===== src/rtl/decode_stage_pkg.sv =====
// decode_stage_pkg: opcode, state and ALU opcode constants shared by the decode stage.
package decode_stage_pkg;

  localparam logic [6:0] OPC_OP_IMM = 7'b0010011;
  localparam logic [6:0] OPC_OP     = 7'b0110011;
  localparam logic [6:0] OPC_LUI    = 7'b0110111;

  localparam logic [3:0] ALU_ADD = 4'd0;
  localparam logic [3:0] ALU_SUB = 4'd8;

  typedef enum logic [1:0] {
    StIdle = 2'd0,
    StRead = 2'd1,
    StExec = 2'd2,
    StWb   = 2'd3
  } state_e;

  function automatic logic is_supported(input logic [6:0] opc);
    return (opc == OPC_OP_IMM) || (opc == OPC_OP) || (opc == OPC_LUI);
  endfunction

  // {b5, funct3}; b5 only distinguishes SUB/SRA (OP) and SRAI (OP-IMM shift-right).
  function automatic logic [3:0] alu_op_of(input logic [6:0] opc, input logic [2:0] funct3,
                                           input logic bit30);
    logic b5;
    b5 = 1'b0;
    if (opc == OPC_OP) begin
      b5 = bit30;
    end else if (opc == OPC_OP_IMM && funct3 == 3'b101) begin
      b5 = bit30;
    end
    if (opc != OPC_OP && opc != OPC_OP_IMM) begin
      return ALU_ADD;
    end
    return {b5, funct3};
  endfunction

endpackage


===== src/rtl/decode_imm_gen.sv =====
// decode_imm_gen: sign-extended I-type and U-type immediates at XLEN (combinational).
module decode_imm_gen #(
  parameter int unsigned XLEN = 32
) (
  input  logic [19:0]     upper_i,  // instruction bits [31:12]
  output logic [XLEN-1:0] imm_i_o,
  output logic [XLEN-1:0] imm_u_o
);

  logic signed [11:0] imm_i_raw;
  logic signed [31:0] imm_u_raw;

  assign imm_i_raw = upper_i[19:8];
  assign imm_u_raw = {upper_i, 12'b0};

  // Size casts of signed values sign-extend (or truncate when XLEN < 32).
  assign imm_i_o = XLEN'(imm_i_raw);
  assign imm_u_o = XLEN'(imm_u_raw);

endmodule


===== src/rtl/decode_stage.sv =====
// decode_stage: multi-cycle decode/issue stage, IDLE -> READ -> EXEC -> WB.
// Optional macro DECODE_ILLEGAL_TRAP_EN adds the registered illegal_instr output.
module decode_stage
  import decode_stage_pkg::*;
#(
  parameter int unsigned XLEN      = 32,
  parameter int unsigned RF_ADDR_W = 5,
  parameter int unsigned ALU_OP_W  = 8
) (
  input  logic                 clk,
  input  logic                 rst,
  input  logic                 instruction_RDY_BSY,
  input  logic [31:0]          instruction,
  output logic                 instr_ready,
  input  logic [XLEN-1:0]      alu_result,
  output logic [ALU_OP_W-1:0]  alu_opcode,
  output logic [XLEN-1:0]      alu_imm1,
  output logic [XLEN-1:0]      alu_imm2,
  output logic                 RF_chip_enable,
  output logic                 RF_write_enable,
  input  logic [XLEN-1:0]      RF_reg1_data,
  input  logic [XLEN-1:0]      RF_reg2_data,
  output logic [RF_ADDR_W-1:0] RF_rs1_address,
  output logic [RF_ADDR_W-1:0] RF_rs2_address,
  output logic [RF_ADDR_W-1:0] RF_WR_add,
  output logic [XLEN-1:0]      RF_WriteData
`ifdef DECODE_ILLEGAL_TRAP_EN
  ,
  output logic                 illegal_instr
`endif
);

  state_e               state_q, state_d;
  logic [31:0]          instr_q, instr_d;
  logic [XLEN-1:0]      result_q, result_d;

  logic                 ready_q, ready_d;
  logic                 ce_q, ce_d;
  logic                 we_q, we_d;
  logic [RF_ADDR_W-1:0] rs1_q, rs1_d;
  logic [RF_ADDR_W-1:0] rs2_q, rs2_d;
  logic [RF_ADDR_W-1:0] wr_add_q, wr_add_d;
  logic [XLEN-1:0]      wdata_q, wdata_d;
  logic [ALU_OP_W-1:0]  alu_op_q, alu_op_d;

  logic [XLEN-1:0]      imm_i, imm_u;

  decode_imm_gen #(
    .XLEN(XLEN)
  ) u_imm_gen (
    .upper_i(instr_q[31:12]),
    .imm_i_o(imm_i),
    .imm_u_o(imm_u)
  );

  // Next state, instruction capture and ALU result latch.
  always_comb begin
    state_d  = state_q;
    instr_d  = instr_q;
    result_d = result_q;
    case (state_q)
      StIdle: begin
        if (instruction_RDY_BSY) begin
          instr_d = instruction;
          // Unsupported opcodes skip the register read and are dropped after EXEC.
          state_d = is_supported(instruction[6:0]) ? StRead : StExec;
        end
      end
      StRead: state_d = StExec;
      StExec: begin
        result_d = alu_result;
        state_d  = is_supported(instr_q[6:0]) ? StWb : StIdle;
      end
      StWb:    state_d = StIdle;
      default: state_d = StIdle;
    endcase
  end

  // Output registers are loaded from the state being entered, so they line up with it.
  always_comb begin
    ready_d  = (state_d == StIdle);
    ce_d     = 1'b0;
    we_d     = 1'b0;
    rs1_d    = '0;
    rs2_d    = '0;
    wr_add_d = '0;
    wdata_d  = '0;
    alu_op_d = '0;
    case (state_d)
      StRead: begin
        ce_d  = 1'b1;
        rs1_d = RF_ADDR_W'(instr_d[19:15]);
        rs2_d = RF_ADDR_W'(instr_d[24:20]);
      end
      StExec: begin
        alu_op_d = ALU_OP_W'(alu_op_of(instr_d[6:0], instr_d[14:12], instr_d[30]));
      end
      StWb: begin
        // x0 is hard-wired to zero: suppress the strobe entirely.
        ce_d     = (instr_d[11:7] != 5'd0);
        we_d     = (instr_d[11:7] != 5'd0);
        wr_add_d = RF_ADDR_W'(instr_d[11:7]);
        wdata_d  = result_d;
      end
      default: ;
    endcase
  end

  // State, capture and output registers.
  always_ff @(posedge clk or negedge rst) begin
    if (!rst) begin
      state_q  <= StIdle;
      instr_q  <= '0;
      result_q <= '0;
      ready_q  <= 1'b1;
      ce_q     <= 1'b0;
      we_q     <= 1'b0;
      rs1_q    <= '0;
      rs2_q    <= '0;
      wr_add_q <= '0;
      wdata_q  <= '0;
      alu_op_q <= '0;
    end else begin
      state_q  <= state_d;
      instr_q  <= instr_d;
      result_q <= result_d;
      ready_q  <= ready_d;
      ce_q     <= ce_d;
      we_q     <= we_d;
      rs1_q    <= rs1_d;
      rs2_q    <= rs2_d;
      wr_add_q <= wr_add_d;
      wdata_q  <= wdata_d;
      alu_op_q <= alu_op_d;
    end
  end

  // ALU operands: register-file data is only valid in EXEC, so these are muxed live.
  always_comb begin
    alu_imm1 = '0;
    alu_imm2 = '0;
    if (state_q == StExec) begin
      case (instr_q[6:0])
        OPC_OP_IMM: begin
          alu_imm1 = RF_reg1_data;
          alu_imm2 = imm_i;
        end
        OPC_OP: begin
          alu_imm1 = RF_reg1_data;
          alu_imm2 = RF_reg2_data;
        end
        OPC_LUI: begin
          alu_imm2 = imm_u;
        end
        default: ;
      endcase
    end
  end

  assign instr_ready     = ready_q;
  assign RF_chip_enable  = ce_q;
  assign RF_write_enable = we_q;
  assign RF_rs1_address  = rs1_q;
  assign RF_rs2_address  = rs2_q;
  assign RF_WR_add       = wr_add_q;
  assign RF_WriteData    = wdata_q;
  assign alu_opcode      = alu_op_q;

`ifdef DECODE_ILLEGAL_TRAP_EN
  logic illegal_q, illegal_d;

  // Flag is raised on entry to EXEC and lasts exactly that cycle.
  always_comb begin
    illegal_d = 1'b0;
    if (state_d == StExec) begin
      illegal_d = !is_supported(instr_d[6:0]) ||
                  ((instr_d[6:0] == OPC_OP) && (instr_d[31:25] != 7'b0000000) &&
                   (instr_d[31:25] != 7'b0100000));
    end
  end

  // Illegal-instruction flag register.
  always_ff @(posedge clk or negedge rst) begin
    if (!rst) begin
      illegal_q <= 1'b0;
    end else begin
      illegal_q <= illegal_d;
    end
  end

  assign illegal_instr = illegal_q;
`endif

endmodule


===== config.mk =====
export PLATFORM = sky130hd
export DESIGN_NAME = decode_stage
export DESIGN_NICKNAME = d
export VERILOG_FILES = /design/src/rtl/decode_stage_pkg.sv /design/src/rtl/decode_imm_gen.sv /design/src/rtl/decode_stage.sv
export SDC_FILE = /design/constraint.sdc
export NUM_CORES = 1
export LEC_CHECK = 0
export CORE_UTILIZATION = 46
export DETAILED_ROUTE_END_ITERATION = 8
export PLACE_DENSITY = 0.95
export SYNTH_ARGS = -nofsm -noshare
export SYNTH_HDL_FRONTEND = slang
export SYNTH_HIERARCHICAL = 1
export SYNTH_SLANG_ARGS = --single-unit

===== constraint.sdc =====
create_clock -name clk -period 3 [get_ports clk]
set_input_delay 0.45 -clock clk [delete_from_list [all_inputs] [get_ports clk]]
set_output_delay 0.45 -clock clk [all_outputs]
set_load 0.05 [all_outputs]

==> results.md, run 1 <==
CTS:
- The number of hold-repair buffers added at the cts stage is 0.
- The longest clock path from root to sink contains 2 buffers.
- The maximum level of the CTS H-tree is 4.
- The number of gates resized after CTS is 0.
- The clock latency reported for the late side of the worst-skew pair is 0.40 ns.
- The clock tree root buffer cell is clkbuf_16.
- Post-CTS timing repair inserted 0 buffers for setup.
- TritonCTS built the clock tree.
- The total CTS buffers is 17.
- The number of clock sinks is 120.
- Clock-pin slew was measured on the worst setup and hold paths at 0.06 ns.

Run status:
- The run finished, with violations left.
- The final reports fail on design-rule violations.

Place:
- The post-placement cell count is 936.
- Routability-driven placement finished with a final weighted congestion of 0.790.
- In this run the cell area measured after placement is between 8000 and 9000 um^2.
- The number of input and output port buffers inserted is 248.
- The HPWL after detailed placement is 11700 um.

Routing:
- After detailed routing, the average wire length per cell comes to 16.5 um.
- For this block, the initial DRC count from the detailed router was 221.
- The count of unresolved DRC violations after routing is 1.
- The first detailed-routing pass took 6 iterations.
- The via count normalized by instance count is between 4 and 5.
- The total via count in the routed design is 4670.
- In this run the remaining antenna-violating nets after routing total 0.
- The final layout contains routed wiring with a total length of between 15000 and 20000 um.

Finish:
- In the final layout, flip-flops and latches occupy 3010 um^2.
- The library cells used most frequently in the layout, excluding fill and tap cells, are 183 x clkdlybuf4s50_1, 118 x dfrtp_1, 93 x nand2_1, 66 x nor2_1, 64 x buf_12.
- The area growth from synthesis to layout is 58.8%.
- The number of antenna diodes in the final layout is 0.
- Counting the fill cells in the layout gives 822.
- The ratio of cells with drive above 1 in the final layout is between 10% and 20%.
- The total number of nets in the final design is 918.
- After routing the design area is 9320 um^2.
- The multi-input combinational cell area is between 2000 and 2500 um^2.
- The most common cell after layout, fill and taps aside is clkdlybuf4s50_1.
- For this run, the number of standard cells in the final layout without fillers is slightly below 1000.
- Once layout is complete, the utilization of the core stands at 76.3%.

Logic synthesis:
- The number of warnings printed during yosys synthesis is 6.
- The count of flip-flops with a built-in enable after synthesis is 0.
- Summing every instance area after synthesis gives 5870 um^2.
- In the synthesized netlist, the number of instances is 595.
- The fraction of synthesis flops using an asynchronous set or reset pin is 100%.
- The share of the Yosys chip area taken by registers is 51.2%.
- The most used flip-flop cell after synthesis is dfrtp_1.
- Counting flops and latches in the post-synthesis netlist gives 120.
- The netlist uses 33 different library cells.
- The average instance area after synthesis is ~9.9 um^2.

Floorplan:
- The overall die area is 13200 um^2.
- Row generation in the floorplan step produced 40 rows.
- The die span in y is 115 um.
- The number of ports placed on the die boundary is 253.
- The die is between 100 and 150 um wide.
- After floorplanning, the core was sized to cover roughly 12000 um^2.
- The initial utilization of the core area, before any placement, comes to 48.1%.

Setup path:
- The worst setup path is captured at a primary output.
- The startpoint identified for the worst register-to-register timing path is state_q[0]$_DFF_PN0_.
- The type of element launching the critical path is a flop.
- The register-to-register path setup slack is 0.99 ns.
- The number of cells on the worst reg-to-reg path is 3.
- The largest fanout of any net on the critical path is 17.
- The endpoint of the most critical setup path is alu_imm2[22].
- STA puts the critical path data required time at 2.55 ns.
- The critical path launch point is instr_q[6]$_DFF_PN0_.
- The critical path is of the flop to primary output type.
- In this run the critical register-to-register path is captured at alu_opcode[3]$_DFF_PN0_.
- For the worst setup path, the data arrival time is 2.18 ns.

Power and ir drop:
- The total power per unit cell area is 519 nW/um^2.
- VDD sags by at most 0.449 mV.
- Summed over all cells, the static leakage comes to 4.10 nW.

STA:
- In the finished design, the share of the clock period the worst path needs comes to roughly 88%.
- The final critical delay including setup and external delays is 2.63 ns.
- The count of endpoints failing hold in the final timing report is 0.
- At the pin with the least slew margin, the transition time is 0.780 ns.
- The final max-slew violation count is 0.
- In this run the tightest slew margin relative to its limit is 48.0%.
- Setup violations remaining at the end of the flow were counted as 0.
- Summed over all failing endpoints, the final setup total negative slack is 0 ns.
- Timing would allow up to about 380 MHz.
- The setup clock skew after layout is 0.00744 ns.
- Setup repair after global routing left no endpoint under its margin.

Run:
- The max-cap check violation count is 0.

Global routing:
- The total global routing overflow is 0.
- Global routing used 24.5% of the available tracks across all layers.
- The global-route wire length before repair is 24700 um.
- The initial antenna violation count is 0.
- The via count of the first global-routing pass is 4879.
- Entering global routing, the biggest net connects 48 pins.

Worst hold path:
- The path class of the tightest hold or removal check is input port to asynchronous set/reset pin.
==> final cells by class <==
cell class,instances,area share (%)
clock buffers,18,4.60
clock inverters,14,1.88
inverters,4,0.161
multi-input cells,383,24.3
flip-flops and latches,120,32.2
well taps,168,2.26
repair buffers,261,34.5
==> how the worst min path moves through the flow <==
stage | startpoint | to | slack, ns
floorplan | rst | RF_WR_add[0]$_DFF_PN0_ | 0.15
CTS | rst | RF_WriteData[13]$_DFF_PN0_ | 0.06
global placement | instr_q[6]$_DFF_PN0_ | instr_q[6]$_DFF_PN0_ | 0.45
global route | rst | RF_WriteData[13]$_DFF_PN0_ | 0.08
finish | rst | result_q[14]$_DFF_PN0_ | 0.04
detailed placement | instr_q[6]$_DFF_PN0_ | instr_q[6]$_DFF_PN0_ | 0.46
==> per-layer routing <==
metal  GRT usage, %  routed length (um)
met2           41.6                8040
met4           6.84                 106
met5              0                   0
met1           29.1                6180
met3           9.54                1650
==> stage by stage <==
| stage | hold WS [ns] | setup slack [ns] | power (mW) |
|---|---|---|---|
| finish | 0.0436 | 0.366 | 4.84 |
| global route | 0.0787 | 0.264 | 5.07 |
| CTS | 0.0627 | 0.335 | 4.88 |
| detailed placement | 0.464 | 0.524 | 2.81 |
| global placement | 0.451 | 0.596 | 2.77 |
| floorplan | 0.154 | 0.750 | 2.60 |
==> synth_stat cells, types with 2 or more instances <==
cell type	n	area, um^2
dfrtp_1	119	2980
nand2_1	93	349
buf_4	68	510
nor2_1	66	248
nor2b_1	49	307
a21oi_1	34	170
and2_1	34	213
mux2_2	33	372
mux2i_1	32	320
clkbuf_1	20	75.1
buf_2	12	60.1
inv_1	4	15.0
nor3b_1	4	30.0
a311oi_1	2	17.5
a31oi_1	2	12.5
conb_1	2	7.51
nand3_1	2	10.0
nand4_1	2	12.5
nor3_1	2	10.0
o21ai_0	2	10.0
==> state kept, by name, summed over array words and instances (netlist names) <==
name and count:
RF_WriteData 32, instr_q 32, result_q 32, RF_WR_add 5, RF_rs1_address 5, RF_rs2_address 5, alu_opcode 4, state_q 2
RF_chip_enable 1, RF_write_enable 1, instr_ready 1
==> critical path, stage by stage, from the launching register on <==
cell       delay, ns
dfrtp_1         0.38
and4bb_2        0.36
o2111ai_4       0.29
buf_4           0.31
nor2_1          0.27
buf_12          0.18
==> kinds of logic after synthesis <==
family / count (synthesis) / share of synthesized area [%]
buffers and inverters: 106 / 11.5
other: 2 / 0.128
AO/OA/AOI/OAI: 43 / 4.11
flip-flops: 120 / 51.2
multiplexers: 65 / 11.8
AND/OR/NAND/NOR: 259 / 21.3
==> report_power, final <==
group | switching [mW] | leakage, nW | internal [mW] | total [mW]
combinational | 0.432 | 2.27 | 0.459 | 0.891
clock | 0.746 | 0.287 | 1.31 | 2.06
sequential | 0.102 | 1.54 | 1.79 | 1.89
total | 1.28 | 4.10 | 3.56 | 4.84
No activity file was read; power rests on OpenSTA's default activity.
==> inputs of run 2 (changes only) <==
--- a/config.mk
+++ b/config.mk
@@ -7,7 +7,8 @@
 export LEC_CHECK = 0
 export CORE_UTILIZATION = 46
 export DETAILED_ROUTE_END_ITERATION = 8
-export PLACE_DENSITY = 0.95
+export PLACE_DENSITY = 0.86
+export SKIP_LAST_GASP = 1
 export SYNTH_ARGS = -nofsm -noshare
 export SYNTH_HDL_FRONTEND = slang
 export SYNTH_HIERARCHICAL = 1
==> results.md, run 2 (synthesis results as in run 1) <==
Floorplan:
- In this run the core area contains 40 standard-cell rows.
- The die is 115 um wide.
- For this configuration, the core starts out at a cell density of about half.
- The placeable core region is 12200 um^2.
- The number of ports placed on the die boundary is 253.
- The die span in y is 115 um.
- The overall die area is 13200 um^2.

Global routing:
- The via count of the first global-routing pass is 5128.
- The global-route wire length before repair is 26200 um.
- The total overflow left after global routing is 0.
- Entering global routing, the biggest net connects 47 pins.
- The initial antenna violation count was 0.
- The aggregate global-route resource usage is 26.2%.

Finish:
- The library cell used most frequently in the layout, excluding fill and tap cells, is clkdlybuf4s50_1.
- The number of fillers in the final layout is between 800 and 900.
- The filler-free cell count of the finished design is between 900 and 1000.
- The number of diodes added for antenna fixing is 0.
- Cells with a size suffix above 1 make up 18.5% of the layout.
- After the last flow step, the layout net total stands at 917.
- Compared with the post-synthesis result, the final layout area differs by 59.5%.
- In the layout the commonest cells are 183 x clkdlybuf4s50_1, 118 x dfrtp_1, 93 x nand2_1, 66 x nor2_1, 64 x buf_12.

CTS:
- The number of hold-repair buffers added at the cts stage is 0.
- The total CTS buffers is 17.
- The worst-case clock buffer depth is 2.
- The maximum level of the CTS H-tree is 4.
- Post-CTS repair changed the size of 0 cells.
- The clock tree root buffer cell is clkbuf_16.
- The clock-pin slew reported for the worst setup and hold paths after clock tree synthesis is 0.06 ns.
- The post-CTS setup buffer count is 0.
- The clock latency reported for the late side of the worst-skew pair is between 0.4 and 0.5 ns.
- The clock tree from TritonCTS is done.
- The clock drives 120 sinks.

STA:
- Setup repair after global routing left no endpoint under its margin.
- The final critical delay including setup and external delays is 2.79 ns.
- The worst max-slew margin expressed relative to the limit is around 41%.
- The post-route clock period utilization is 93.0%.
- The clock arrives with about 0.0076 ns of skew.
- At the pin with the least slew margin, the transition time is 0.879 ns.
- The count of final setup violators is 0.
- The maximum clock frequency is roughly 360 MHz.
- The count of endpoints failing hold in the final timing report is 0.
- The final max-slew violation count is 0.
- For the final routed database, the setup TNS stands at 0 ns.

Place:
- Port buffering added 248 buffers.
- The post-placement cell count is 935.
- Routability-driven placement finished with a final weighted congestion of between 0.7 and 0.8.
- The HPWL after detailed placement is ~12000 um.

Power and ir drop:
- Across the VDD grid, the largest voltage drop is approximately 0.47 mV.
- The total power per unit cell area is 532 nW/um^2.
- The design draws 4.98 mW.
- The leakage component of the power is about 4 nW.

Routing:
- The detailed router placed ~4700 vias in this run.
- Dividing the detail-routed wire length by the instance count gives 17.1 um.
- The count of unresolved DRC violations after routing is 0.
- The via count normalized by instance count is 4.85.
- The residual antenna-violating net count after detailed routing is 0.
- The detailed router finished its first iteration with between 300 and 400 violations.
- The first detailed-routing pass ran for 4 iterations.
- Summed over all layers, the routed wires come to about 16000 um.

Setup path:
- In this run the worst path has a maximum fanout of 33.
- The type of element launching the critical path is a flop.
- The number of buffers and inverters on the critical path is 3.
- The type of the worst setup path is flop to primary output.
- The critical path's largest stage delay is 0.47 ns.
- Data on the critical path is required at its endpoint by 2.55 ns.
- Among all stages on the critical path, the largest delay is contributed by buf_4.
- Among the stages of the critical path, the cell type that occurs most often is buf_4.
- The signal on the critical path passes through buf_4, and2_1, buf_4, a21oi_1, nor2_1, buf_12.
- STA classifies the critical path endpoint as a primary output.
- Data arrives at the worst endpoint at 2.34 ns.
- On the critical path the largest part of the delay comes from buffers and inverters.

Worst hold path:
- The worst min-delay path category is input port to asynchronous set/reset pin.

Run:
- The max-cap check violation count is 0.

Run status:
- The flow ran to the end, and the final reports show no timing, DRC or antenna violations.
## run 2: cell types whose count changed in the layout (fill, tap and decap cells not counted)
cell,previous run,this run
clkbuf_8,0,4
clkinv_2,2,0
clkinvlp_4,3,5
clkinv_4,4,1
inv_6,2,0
bufinv_16,3,4
buf_4,14,13
## run 2: report_power, final
part	leakage [nW]	total, mW	internal (mW)	switching (mW)
logic	2.26	0.895	0.459	0.436
registers	1.54	1.90	1.79	0.109
clock network	0.301	2.19	1.48	0.708
total	4.11	4.98	3.73	1.25
## run 2: final timing paths
path	slack [ns]	end	start	cells after the start
setup / recovery	0.21	alu_imm2[18]	instr_q[5]$_DFF_PN0_	6
hold / removal	0.05	RF_WriteData[16]$_DFF_PN0_	rst	1
setup reg to reg	0.71	RF_chip_enable$_DFF_PN0_	instr_q[6]$_DFF_PN0_	5
hold reg to reg	0.47	instr_q[6]$_DFF_PN0_	instr_q[6]$_DFF_PN0_	2
max in group asynchronous	2.13	RF_WriteData[5]$_DFF_PN0_	rst	2
min in group clk	0.47	instr_q[6]$_DFF_PN0_	instr_q[6]$_DFF_PN0_	2
## run 2: through the flow
| stage | hold slack (ns) | setup WS, ns | utilization, % | cell area [um^2] |
|---|---|---|---|---|
| after floorplan | 0.154 | 0.750 | - | 5920 |
| final | 0.0458 | 0.211 | 76.6 | 9360 |
| after detailed placement | 0.463 | 0.641 | 71.3 | 8710 |
| after global routing | 0.0812 | 0.0605 | 76.6 | 9360 |
| after CTS | 0.0545 | 0.205 | 76.6 | 9360 |
| after global placement | 0.455 | 0.718 | 71.3 | 8710 |
## run 2: cell type report
class | count | area [um^2] | share of cell area (%)
timing repair buffer | 260 | 3210 | 34.3
sequential | 120 | 3010 | 32.1
multi-input combinational | 383 | 2270 | 24.2
clock buffer | 22 | 484 | 5.17
tap | 168 | 210 | 2.25
clock inverter | 10 | 166 | 1.78
inverter | 4 | 15.0 | 0.160
## run 2: metal layers
| layer | track usage, % | part of all wire (%) | vias to the layer above |
|---|---|---|---|
| li1 | - | - | 2212 |
| met1 | 29.6 | 38 | 2270 |
| met2 | 46.1 | 52 | 183 |
| met3 | 9.86 | 9.1 | 23 |
| met4 | 8.14 | 1.2 | 0 |
| met5 | 0 | 0 | - |
==> inputs of run 3 (changes only) <==
--- a/config.mk
+++ b/config.mk
@@ -5,9 +5,9 @@
 export SDC_FILE = /design/constraint.sdc
 export NUM_CORES = 1
 export LEC_CHECK = 0
-export CORE_UTILIZATION = 46
+export CORE_UTILIZATION = 38
 export DETAILED_ROUTE_END_ITERATION = 8
-export PLACE_DENSITY = 0.86
+export PLACE_DENSITY = 0.73
 export SKIP_LAST_GASP = 1
 export SYNTH_ARGS = -nofsm -noshare
 export SYNTH_HDL_FRONTEND = slang
==> results.md, run 3 (synthesis results as in run 1) <==
STA:
- The final critical-path setup slack is 0.368 ns.
- Clock skew on the completed layout was measured at approximately 0.014 ns.
- The final critical delay including setup and external delays is between 2 and 3 ns.
- The final max-slew violation count is 0.
- The maximum clock frequency is approximately 380 MHz.
- In the finished design, the share of the clock period the worst path needs comes to 87.7%.
- Setup violations remaining at the end of the flow were counted as 0.
- At the pin with the least slew margin, the transition time is roughly 0.89 ns.
- Setup repair after global routing left no endpoint under its margin.
- For the final routed database, the setup TNS stands at 0 ns.
- In this run the tightest slew margin relative to its limit is 40.7%.
- The count of endpoints failing hold in the final timing report is 0.

CTS:
- The clock tree from TritonCTS is done.
- The total CTS buffers is 17.
- The number of clock sinks is 120.
- The clock-pin slew reported for the worst setup and hold paths after clock tree synthesis is 0.06 ns.
- Counting along the longest clock path gives a buffer depth of 2.
- After clock tree synthesis, the flow added hold-fix buffers numbering 0.
- The clock latency reported for the late side of the worst-skew pair is 0.41 ns.
- Gates resized during post-CTS repair numbered 0.
- The tree is rooted in a clkbuf_16.
- The H-tree generated during clock tree synthesis spans 4 levels.
- The post-CTS setup buffer count is 0.

Setup path:
- Data on the critical path is required at its endpoint by 2.55 ns.
- The endpoint of the worst-slack reg-to-reg timing path is RF_WR_add[0]$_DFF_PN0_.
- The critical path launch point is instr_q[6]$_DFF_PN0_.
- The worst setup path is captured at a primary output.
- On the worst path, the slowest cell contributes a delay of 0.47 ns.
- The cell with the largest stage delay on the worst path is o2111ai_4.
- The type of element launching the critical path is a flop.
- Traced cell by cell, the critical path runs through and4bb_2, o2111ai_4, nor2_1, buf_12.
- The type of the worst setup path is flop to primary output.
- The worst endpoint data arrival time is 2.18 ns.
- The endpoint of the most critical setup path is alu_imm2[22].
- In this run the critical register-to-register path is launched from instr_q[5]$_DFF_PN0_.
- The number of cells on the worst reg-to-reg path is 4.
- The register-to-register path setup slack is 0.86 ns.
- In this run the worst path has a maximum fanout of 33.

Floorplan:
- Once the floorplan was initialized, standard cells occupied 38.8% of the core.
- The placeable core region is 15100 um^2.
- The die span in y is 126 um.
- The number of ports placed on the die boundary is 253.
- The overall die area is between 15000 and 20000 um^2.
- Row generation in the floorplan step produced 45 rows.
- The die boundary width is 126 um.

Routing:
- The number of DRC markers after the initial detailed-route iteration is 176.
- Dividing the detail-routed via count by the number of cells gives around 4.7.
- The wire length per cell is between 15 and 20 um.
- The residual antenna-violating net count after detailed routing is 0.
- The total detailed-routing wirelength is ~16000 um.
- The first detailed-routing pass ran for 4 iterations.
- In the routed design, unresolved DRC markers number 0.
- Summing over every cut layer, the via total after detailed routing is 4670.

Global routing:
- The global-route track usage on met3 is between 8 and 9%.
- Global routing used about 21% of the available tracks.
- The initial antenna violation count is 0.
- The total global routing overflow is 0.
- The met1 track demand over resource is 23.7%.
- The most congested layer reported by global routing is met2.
- For this run, global-route usage on met2 was measured as 34.7%.
- Entering global routing, the biggest net connects 75 pins.
- The via count of the first global-routing pass is 4983.
- The global-route wire length before repair is 25400 um.

Place:
- The worst slack at placement is 0.594 ns.
- The HPWL after detailed placement is ~12000 um.
- The number of input and output port buffers inserted is around 250.
- The last weighted congestion value of the routability-driven placer is 0.795.

Power and ir drop:
- The total power per unit cell area is 539 nW/um^2.
- The switching part of the total is 25.2%.
- The switching power of the nets is 1.26 mW.
- The clock network accounts for 44.1% of the total power.
- VDD sags by at most between 0.4 and 0.5 mV.
- The leakage component of the power is 4.08 nW.
- Combinational logic burns 17.7% of the power.
- Cell internal power was estimated by the tool at 3.72 mW.
- In this run, flip-flops and latches consume 38.2% of the power.

Finish:
- The most common cell after layout, fill and taps aside is clkdlybuf4s50_1.
- The number of fillers in the final layout is 1202.
- The total number of nets in the final design is just over 900.
- The number of antenna diodes in the final layout is 0.
- In the layout the commonest cells are 183 x clkdlybuf4s50_1, 118 x dfrtp_1, 93 x nand2_1, 66 x nor2_1, 53 x buf_12.
- The ratio of cells with drive above 1 in the final layout is 18.6%.
- Relative to the synthesized area, the layout overhead comes to 57.5%.

Run status:
- The run finished with clean final reports.

Run:
- Across the run, the number of max-cap violations was 0.

Worst hold path:
- In this run the worst hold path is classified as input port to asynchronous set/reset pin.
run 3: cell count changes in the layout (fill, tap and decap cells not counted), sizes merged:
cell / previous run / this run
clkbuf: 22 / 17
clkinv: 1 / 3
inv: 4 / 6
bufinv: 4 / 5
run 3: worst min path at each step:
stage,start,end,cells past startpoint
floorplan,rst,RF_WR_add[0]$_DFF_PN0_,0
global placement,instr_q[1]$_DFF_PN0_,instr_q[1]$_DFF_PN0_,2
detailed placement,instr_q[1]$_DFF_PN0_,instr_q[1]$_DFF_PN0_,2
CTS,rst,result_q[27]$_DFF_PN0_,1
global route,rst,RF_WriteData[27]$_DFF_PN0_,1
finish,rst,result_q[27]$_DFF_PN0_,1
run 3: routing by layer:
layer / vias up / part of all wire [%]
li1: 2206 / -
met1: 2271 / 40
met2: 181 / 49
met3: 12 / 9.8
met4: 0 / 0.92
met5: - / 0
run 3: layout make-up:
cell class	instances	area, um^2	area share (%)
Clock inverter	15	224	2.42
Timing Repair Buffer	260	3070	33.2
Multi-Input combinational cell	383	2270	24.5
Sequential cell	120	3010	32.5
Clock buffer	17	425	4.60
Tap cell	188	235	2.54
Inverter	4	15.0	0.162
run 3: critical path: cells and delay by family (launching register included):
kind | cells | cell delay (ns)
DFF | 1 | 0.38
AOI/OAI and AO/OA | 1 | 0.47
and+or+nand+nor | 2 | 0.73
buffers and inverters | 1 | 0.18
run 3: stage by stage:
step                      hold WS [ns]  util (%)  total power, mW  instance area [um^2]  std cells
after CTS                       0.0585      61.0             5.03                  9250        987
after global routing            0.0835      61.0             5.21                  9250        987
after detailed placement         0.469      56.8             2.81                  8600        955
after global placement           0.453      56.8             2.76                  8600        955
final                           0.0462      61.0             4.98                  9250        987
after floorplan                  0.154         -             2.60                  5920        609
run 3: power groups by stage:
stage	Combinational, mW	Sequential [mW]	Clock (mW)
floorplan	0.706	1.90	0
global placement	0.848	1.92	0
detailed placement	0.879	1.93	0
CTS	0.888	1.90	2.24
global route	0.973	1.92	2.31
finish	0.883	1.90	2.19
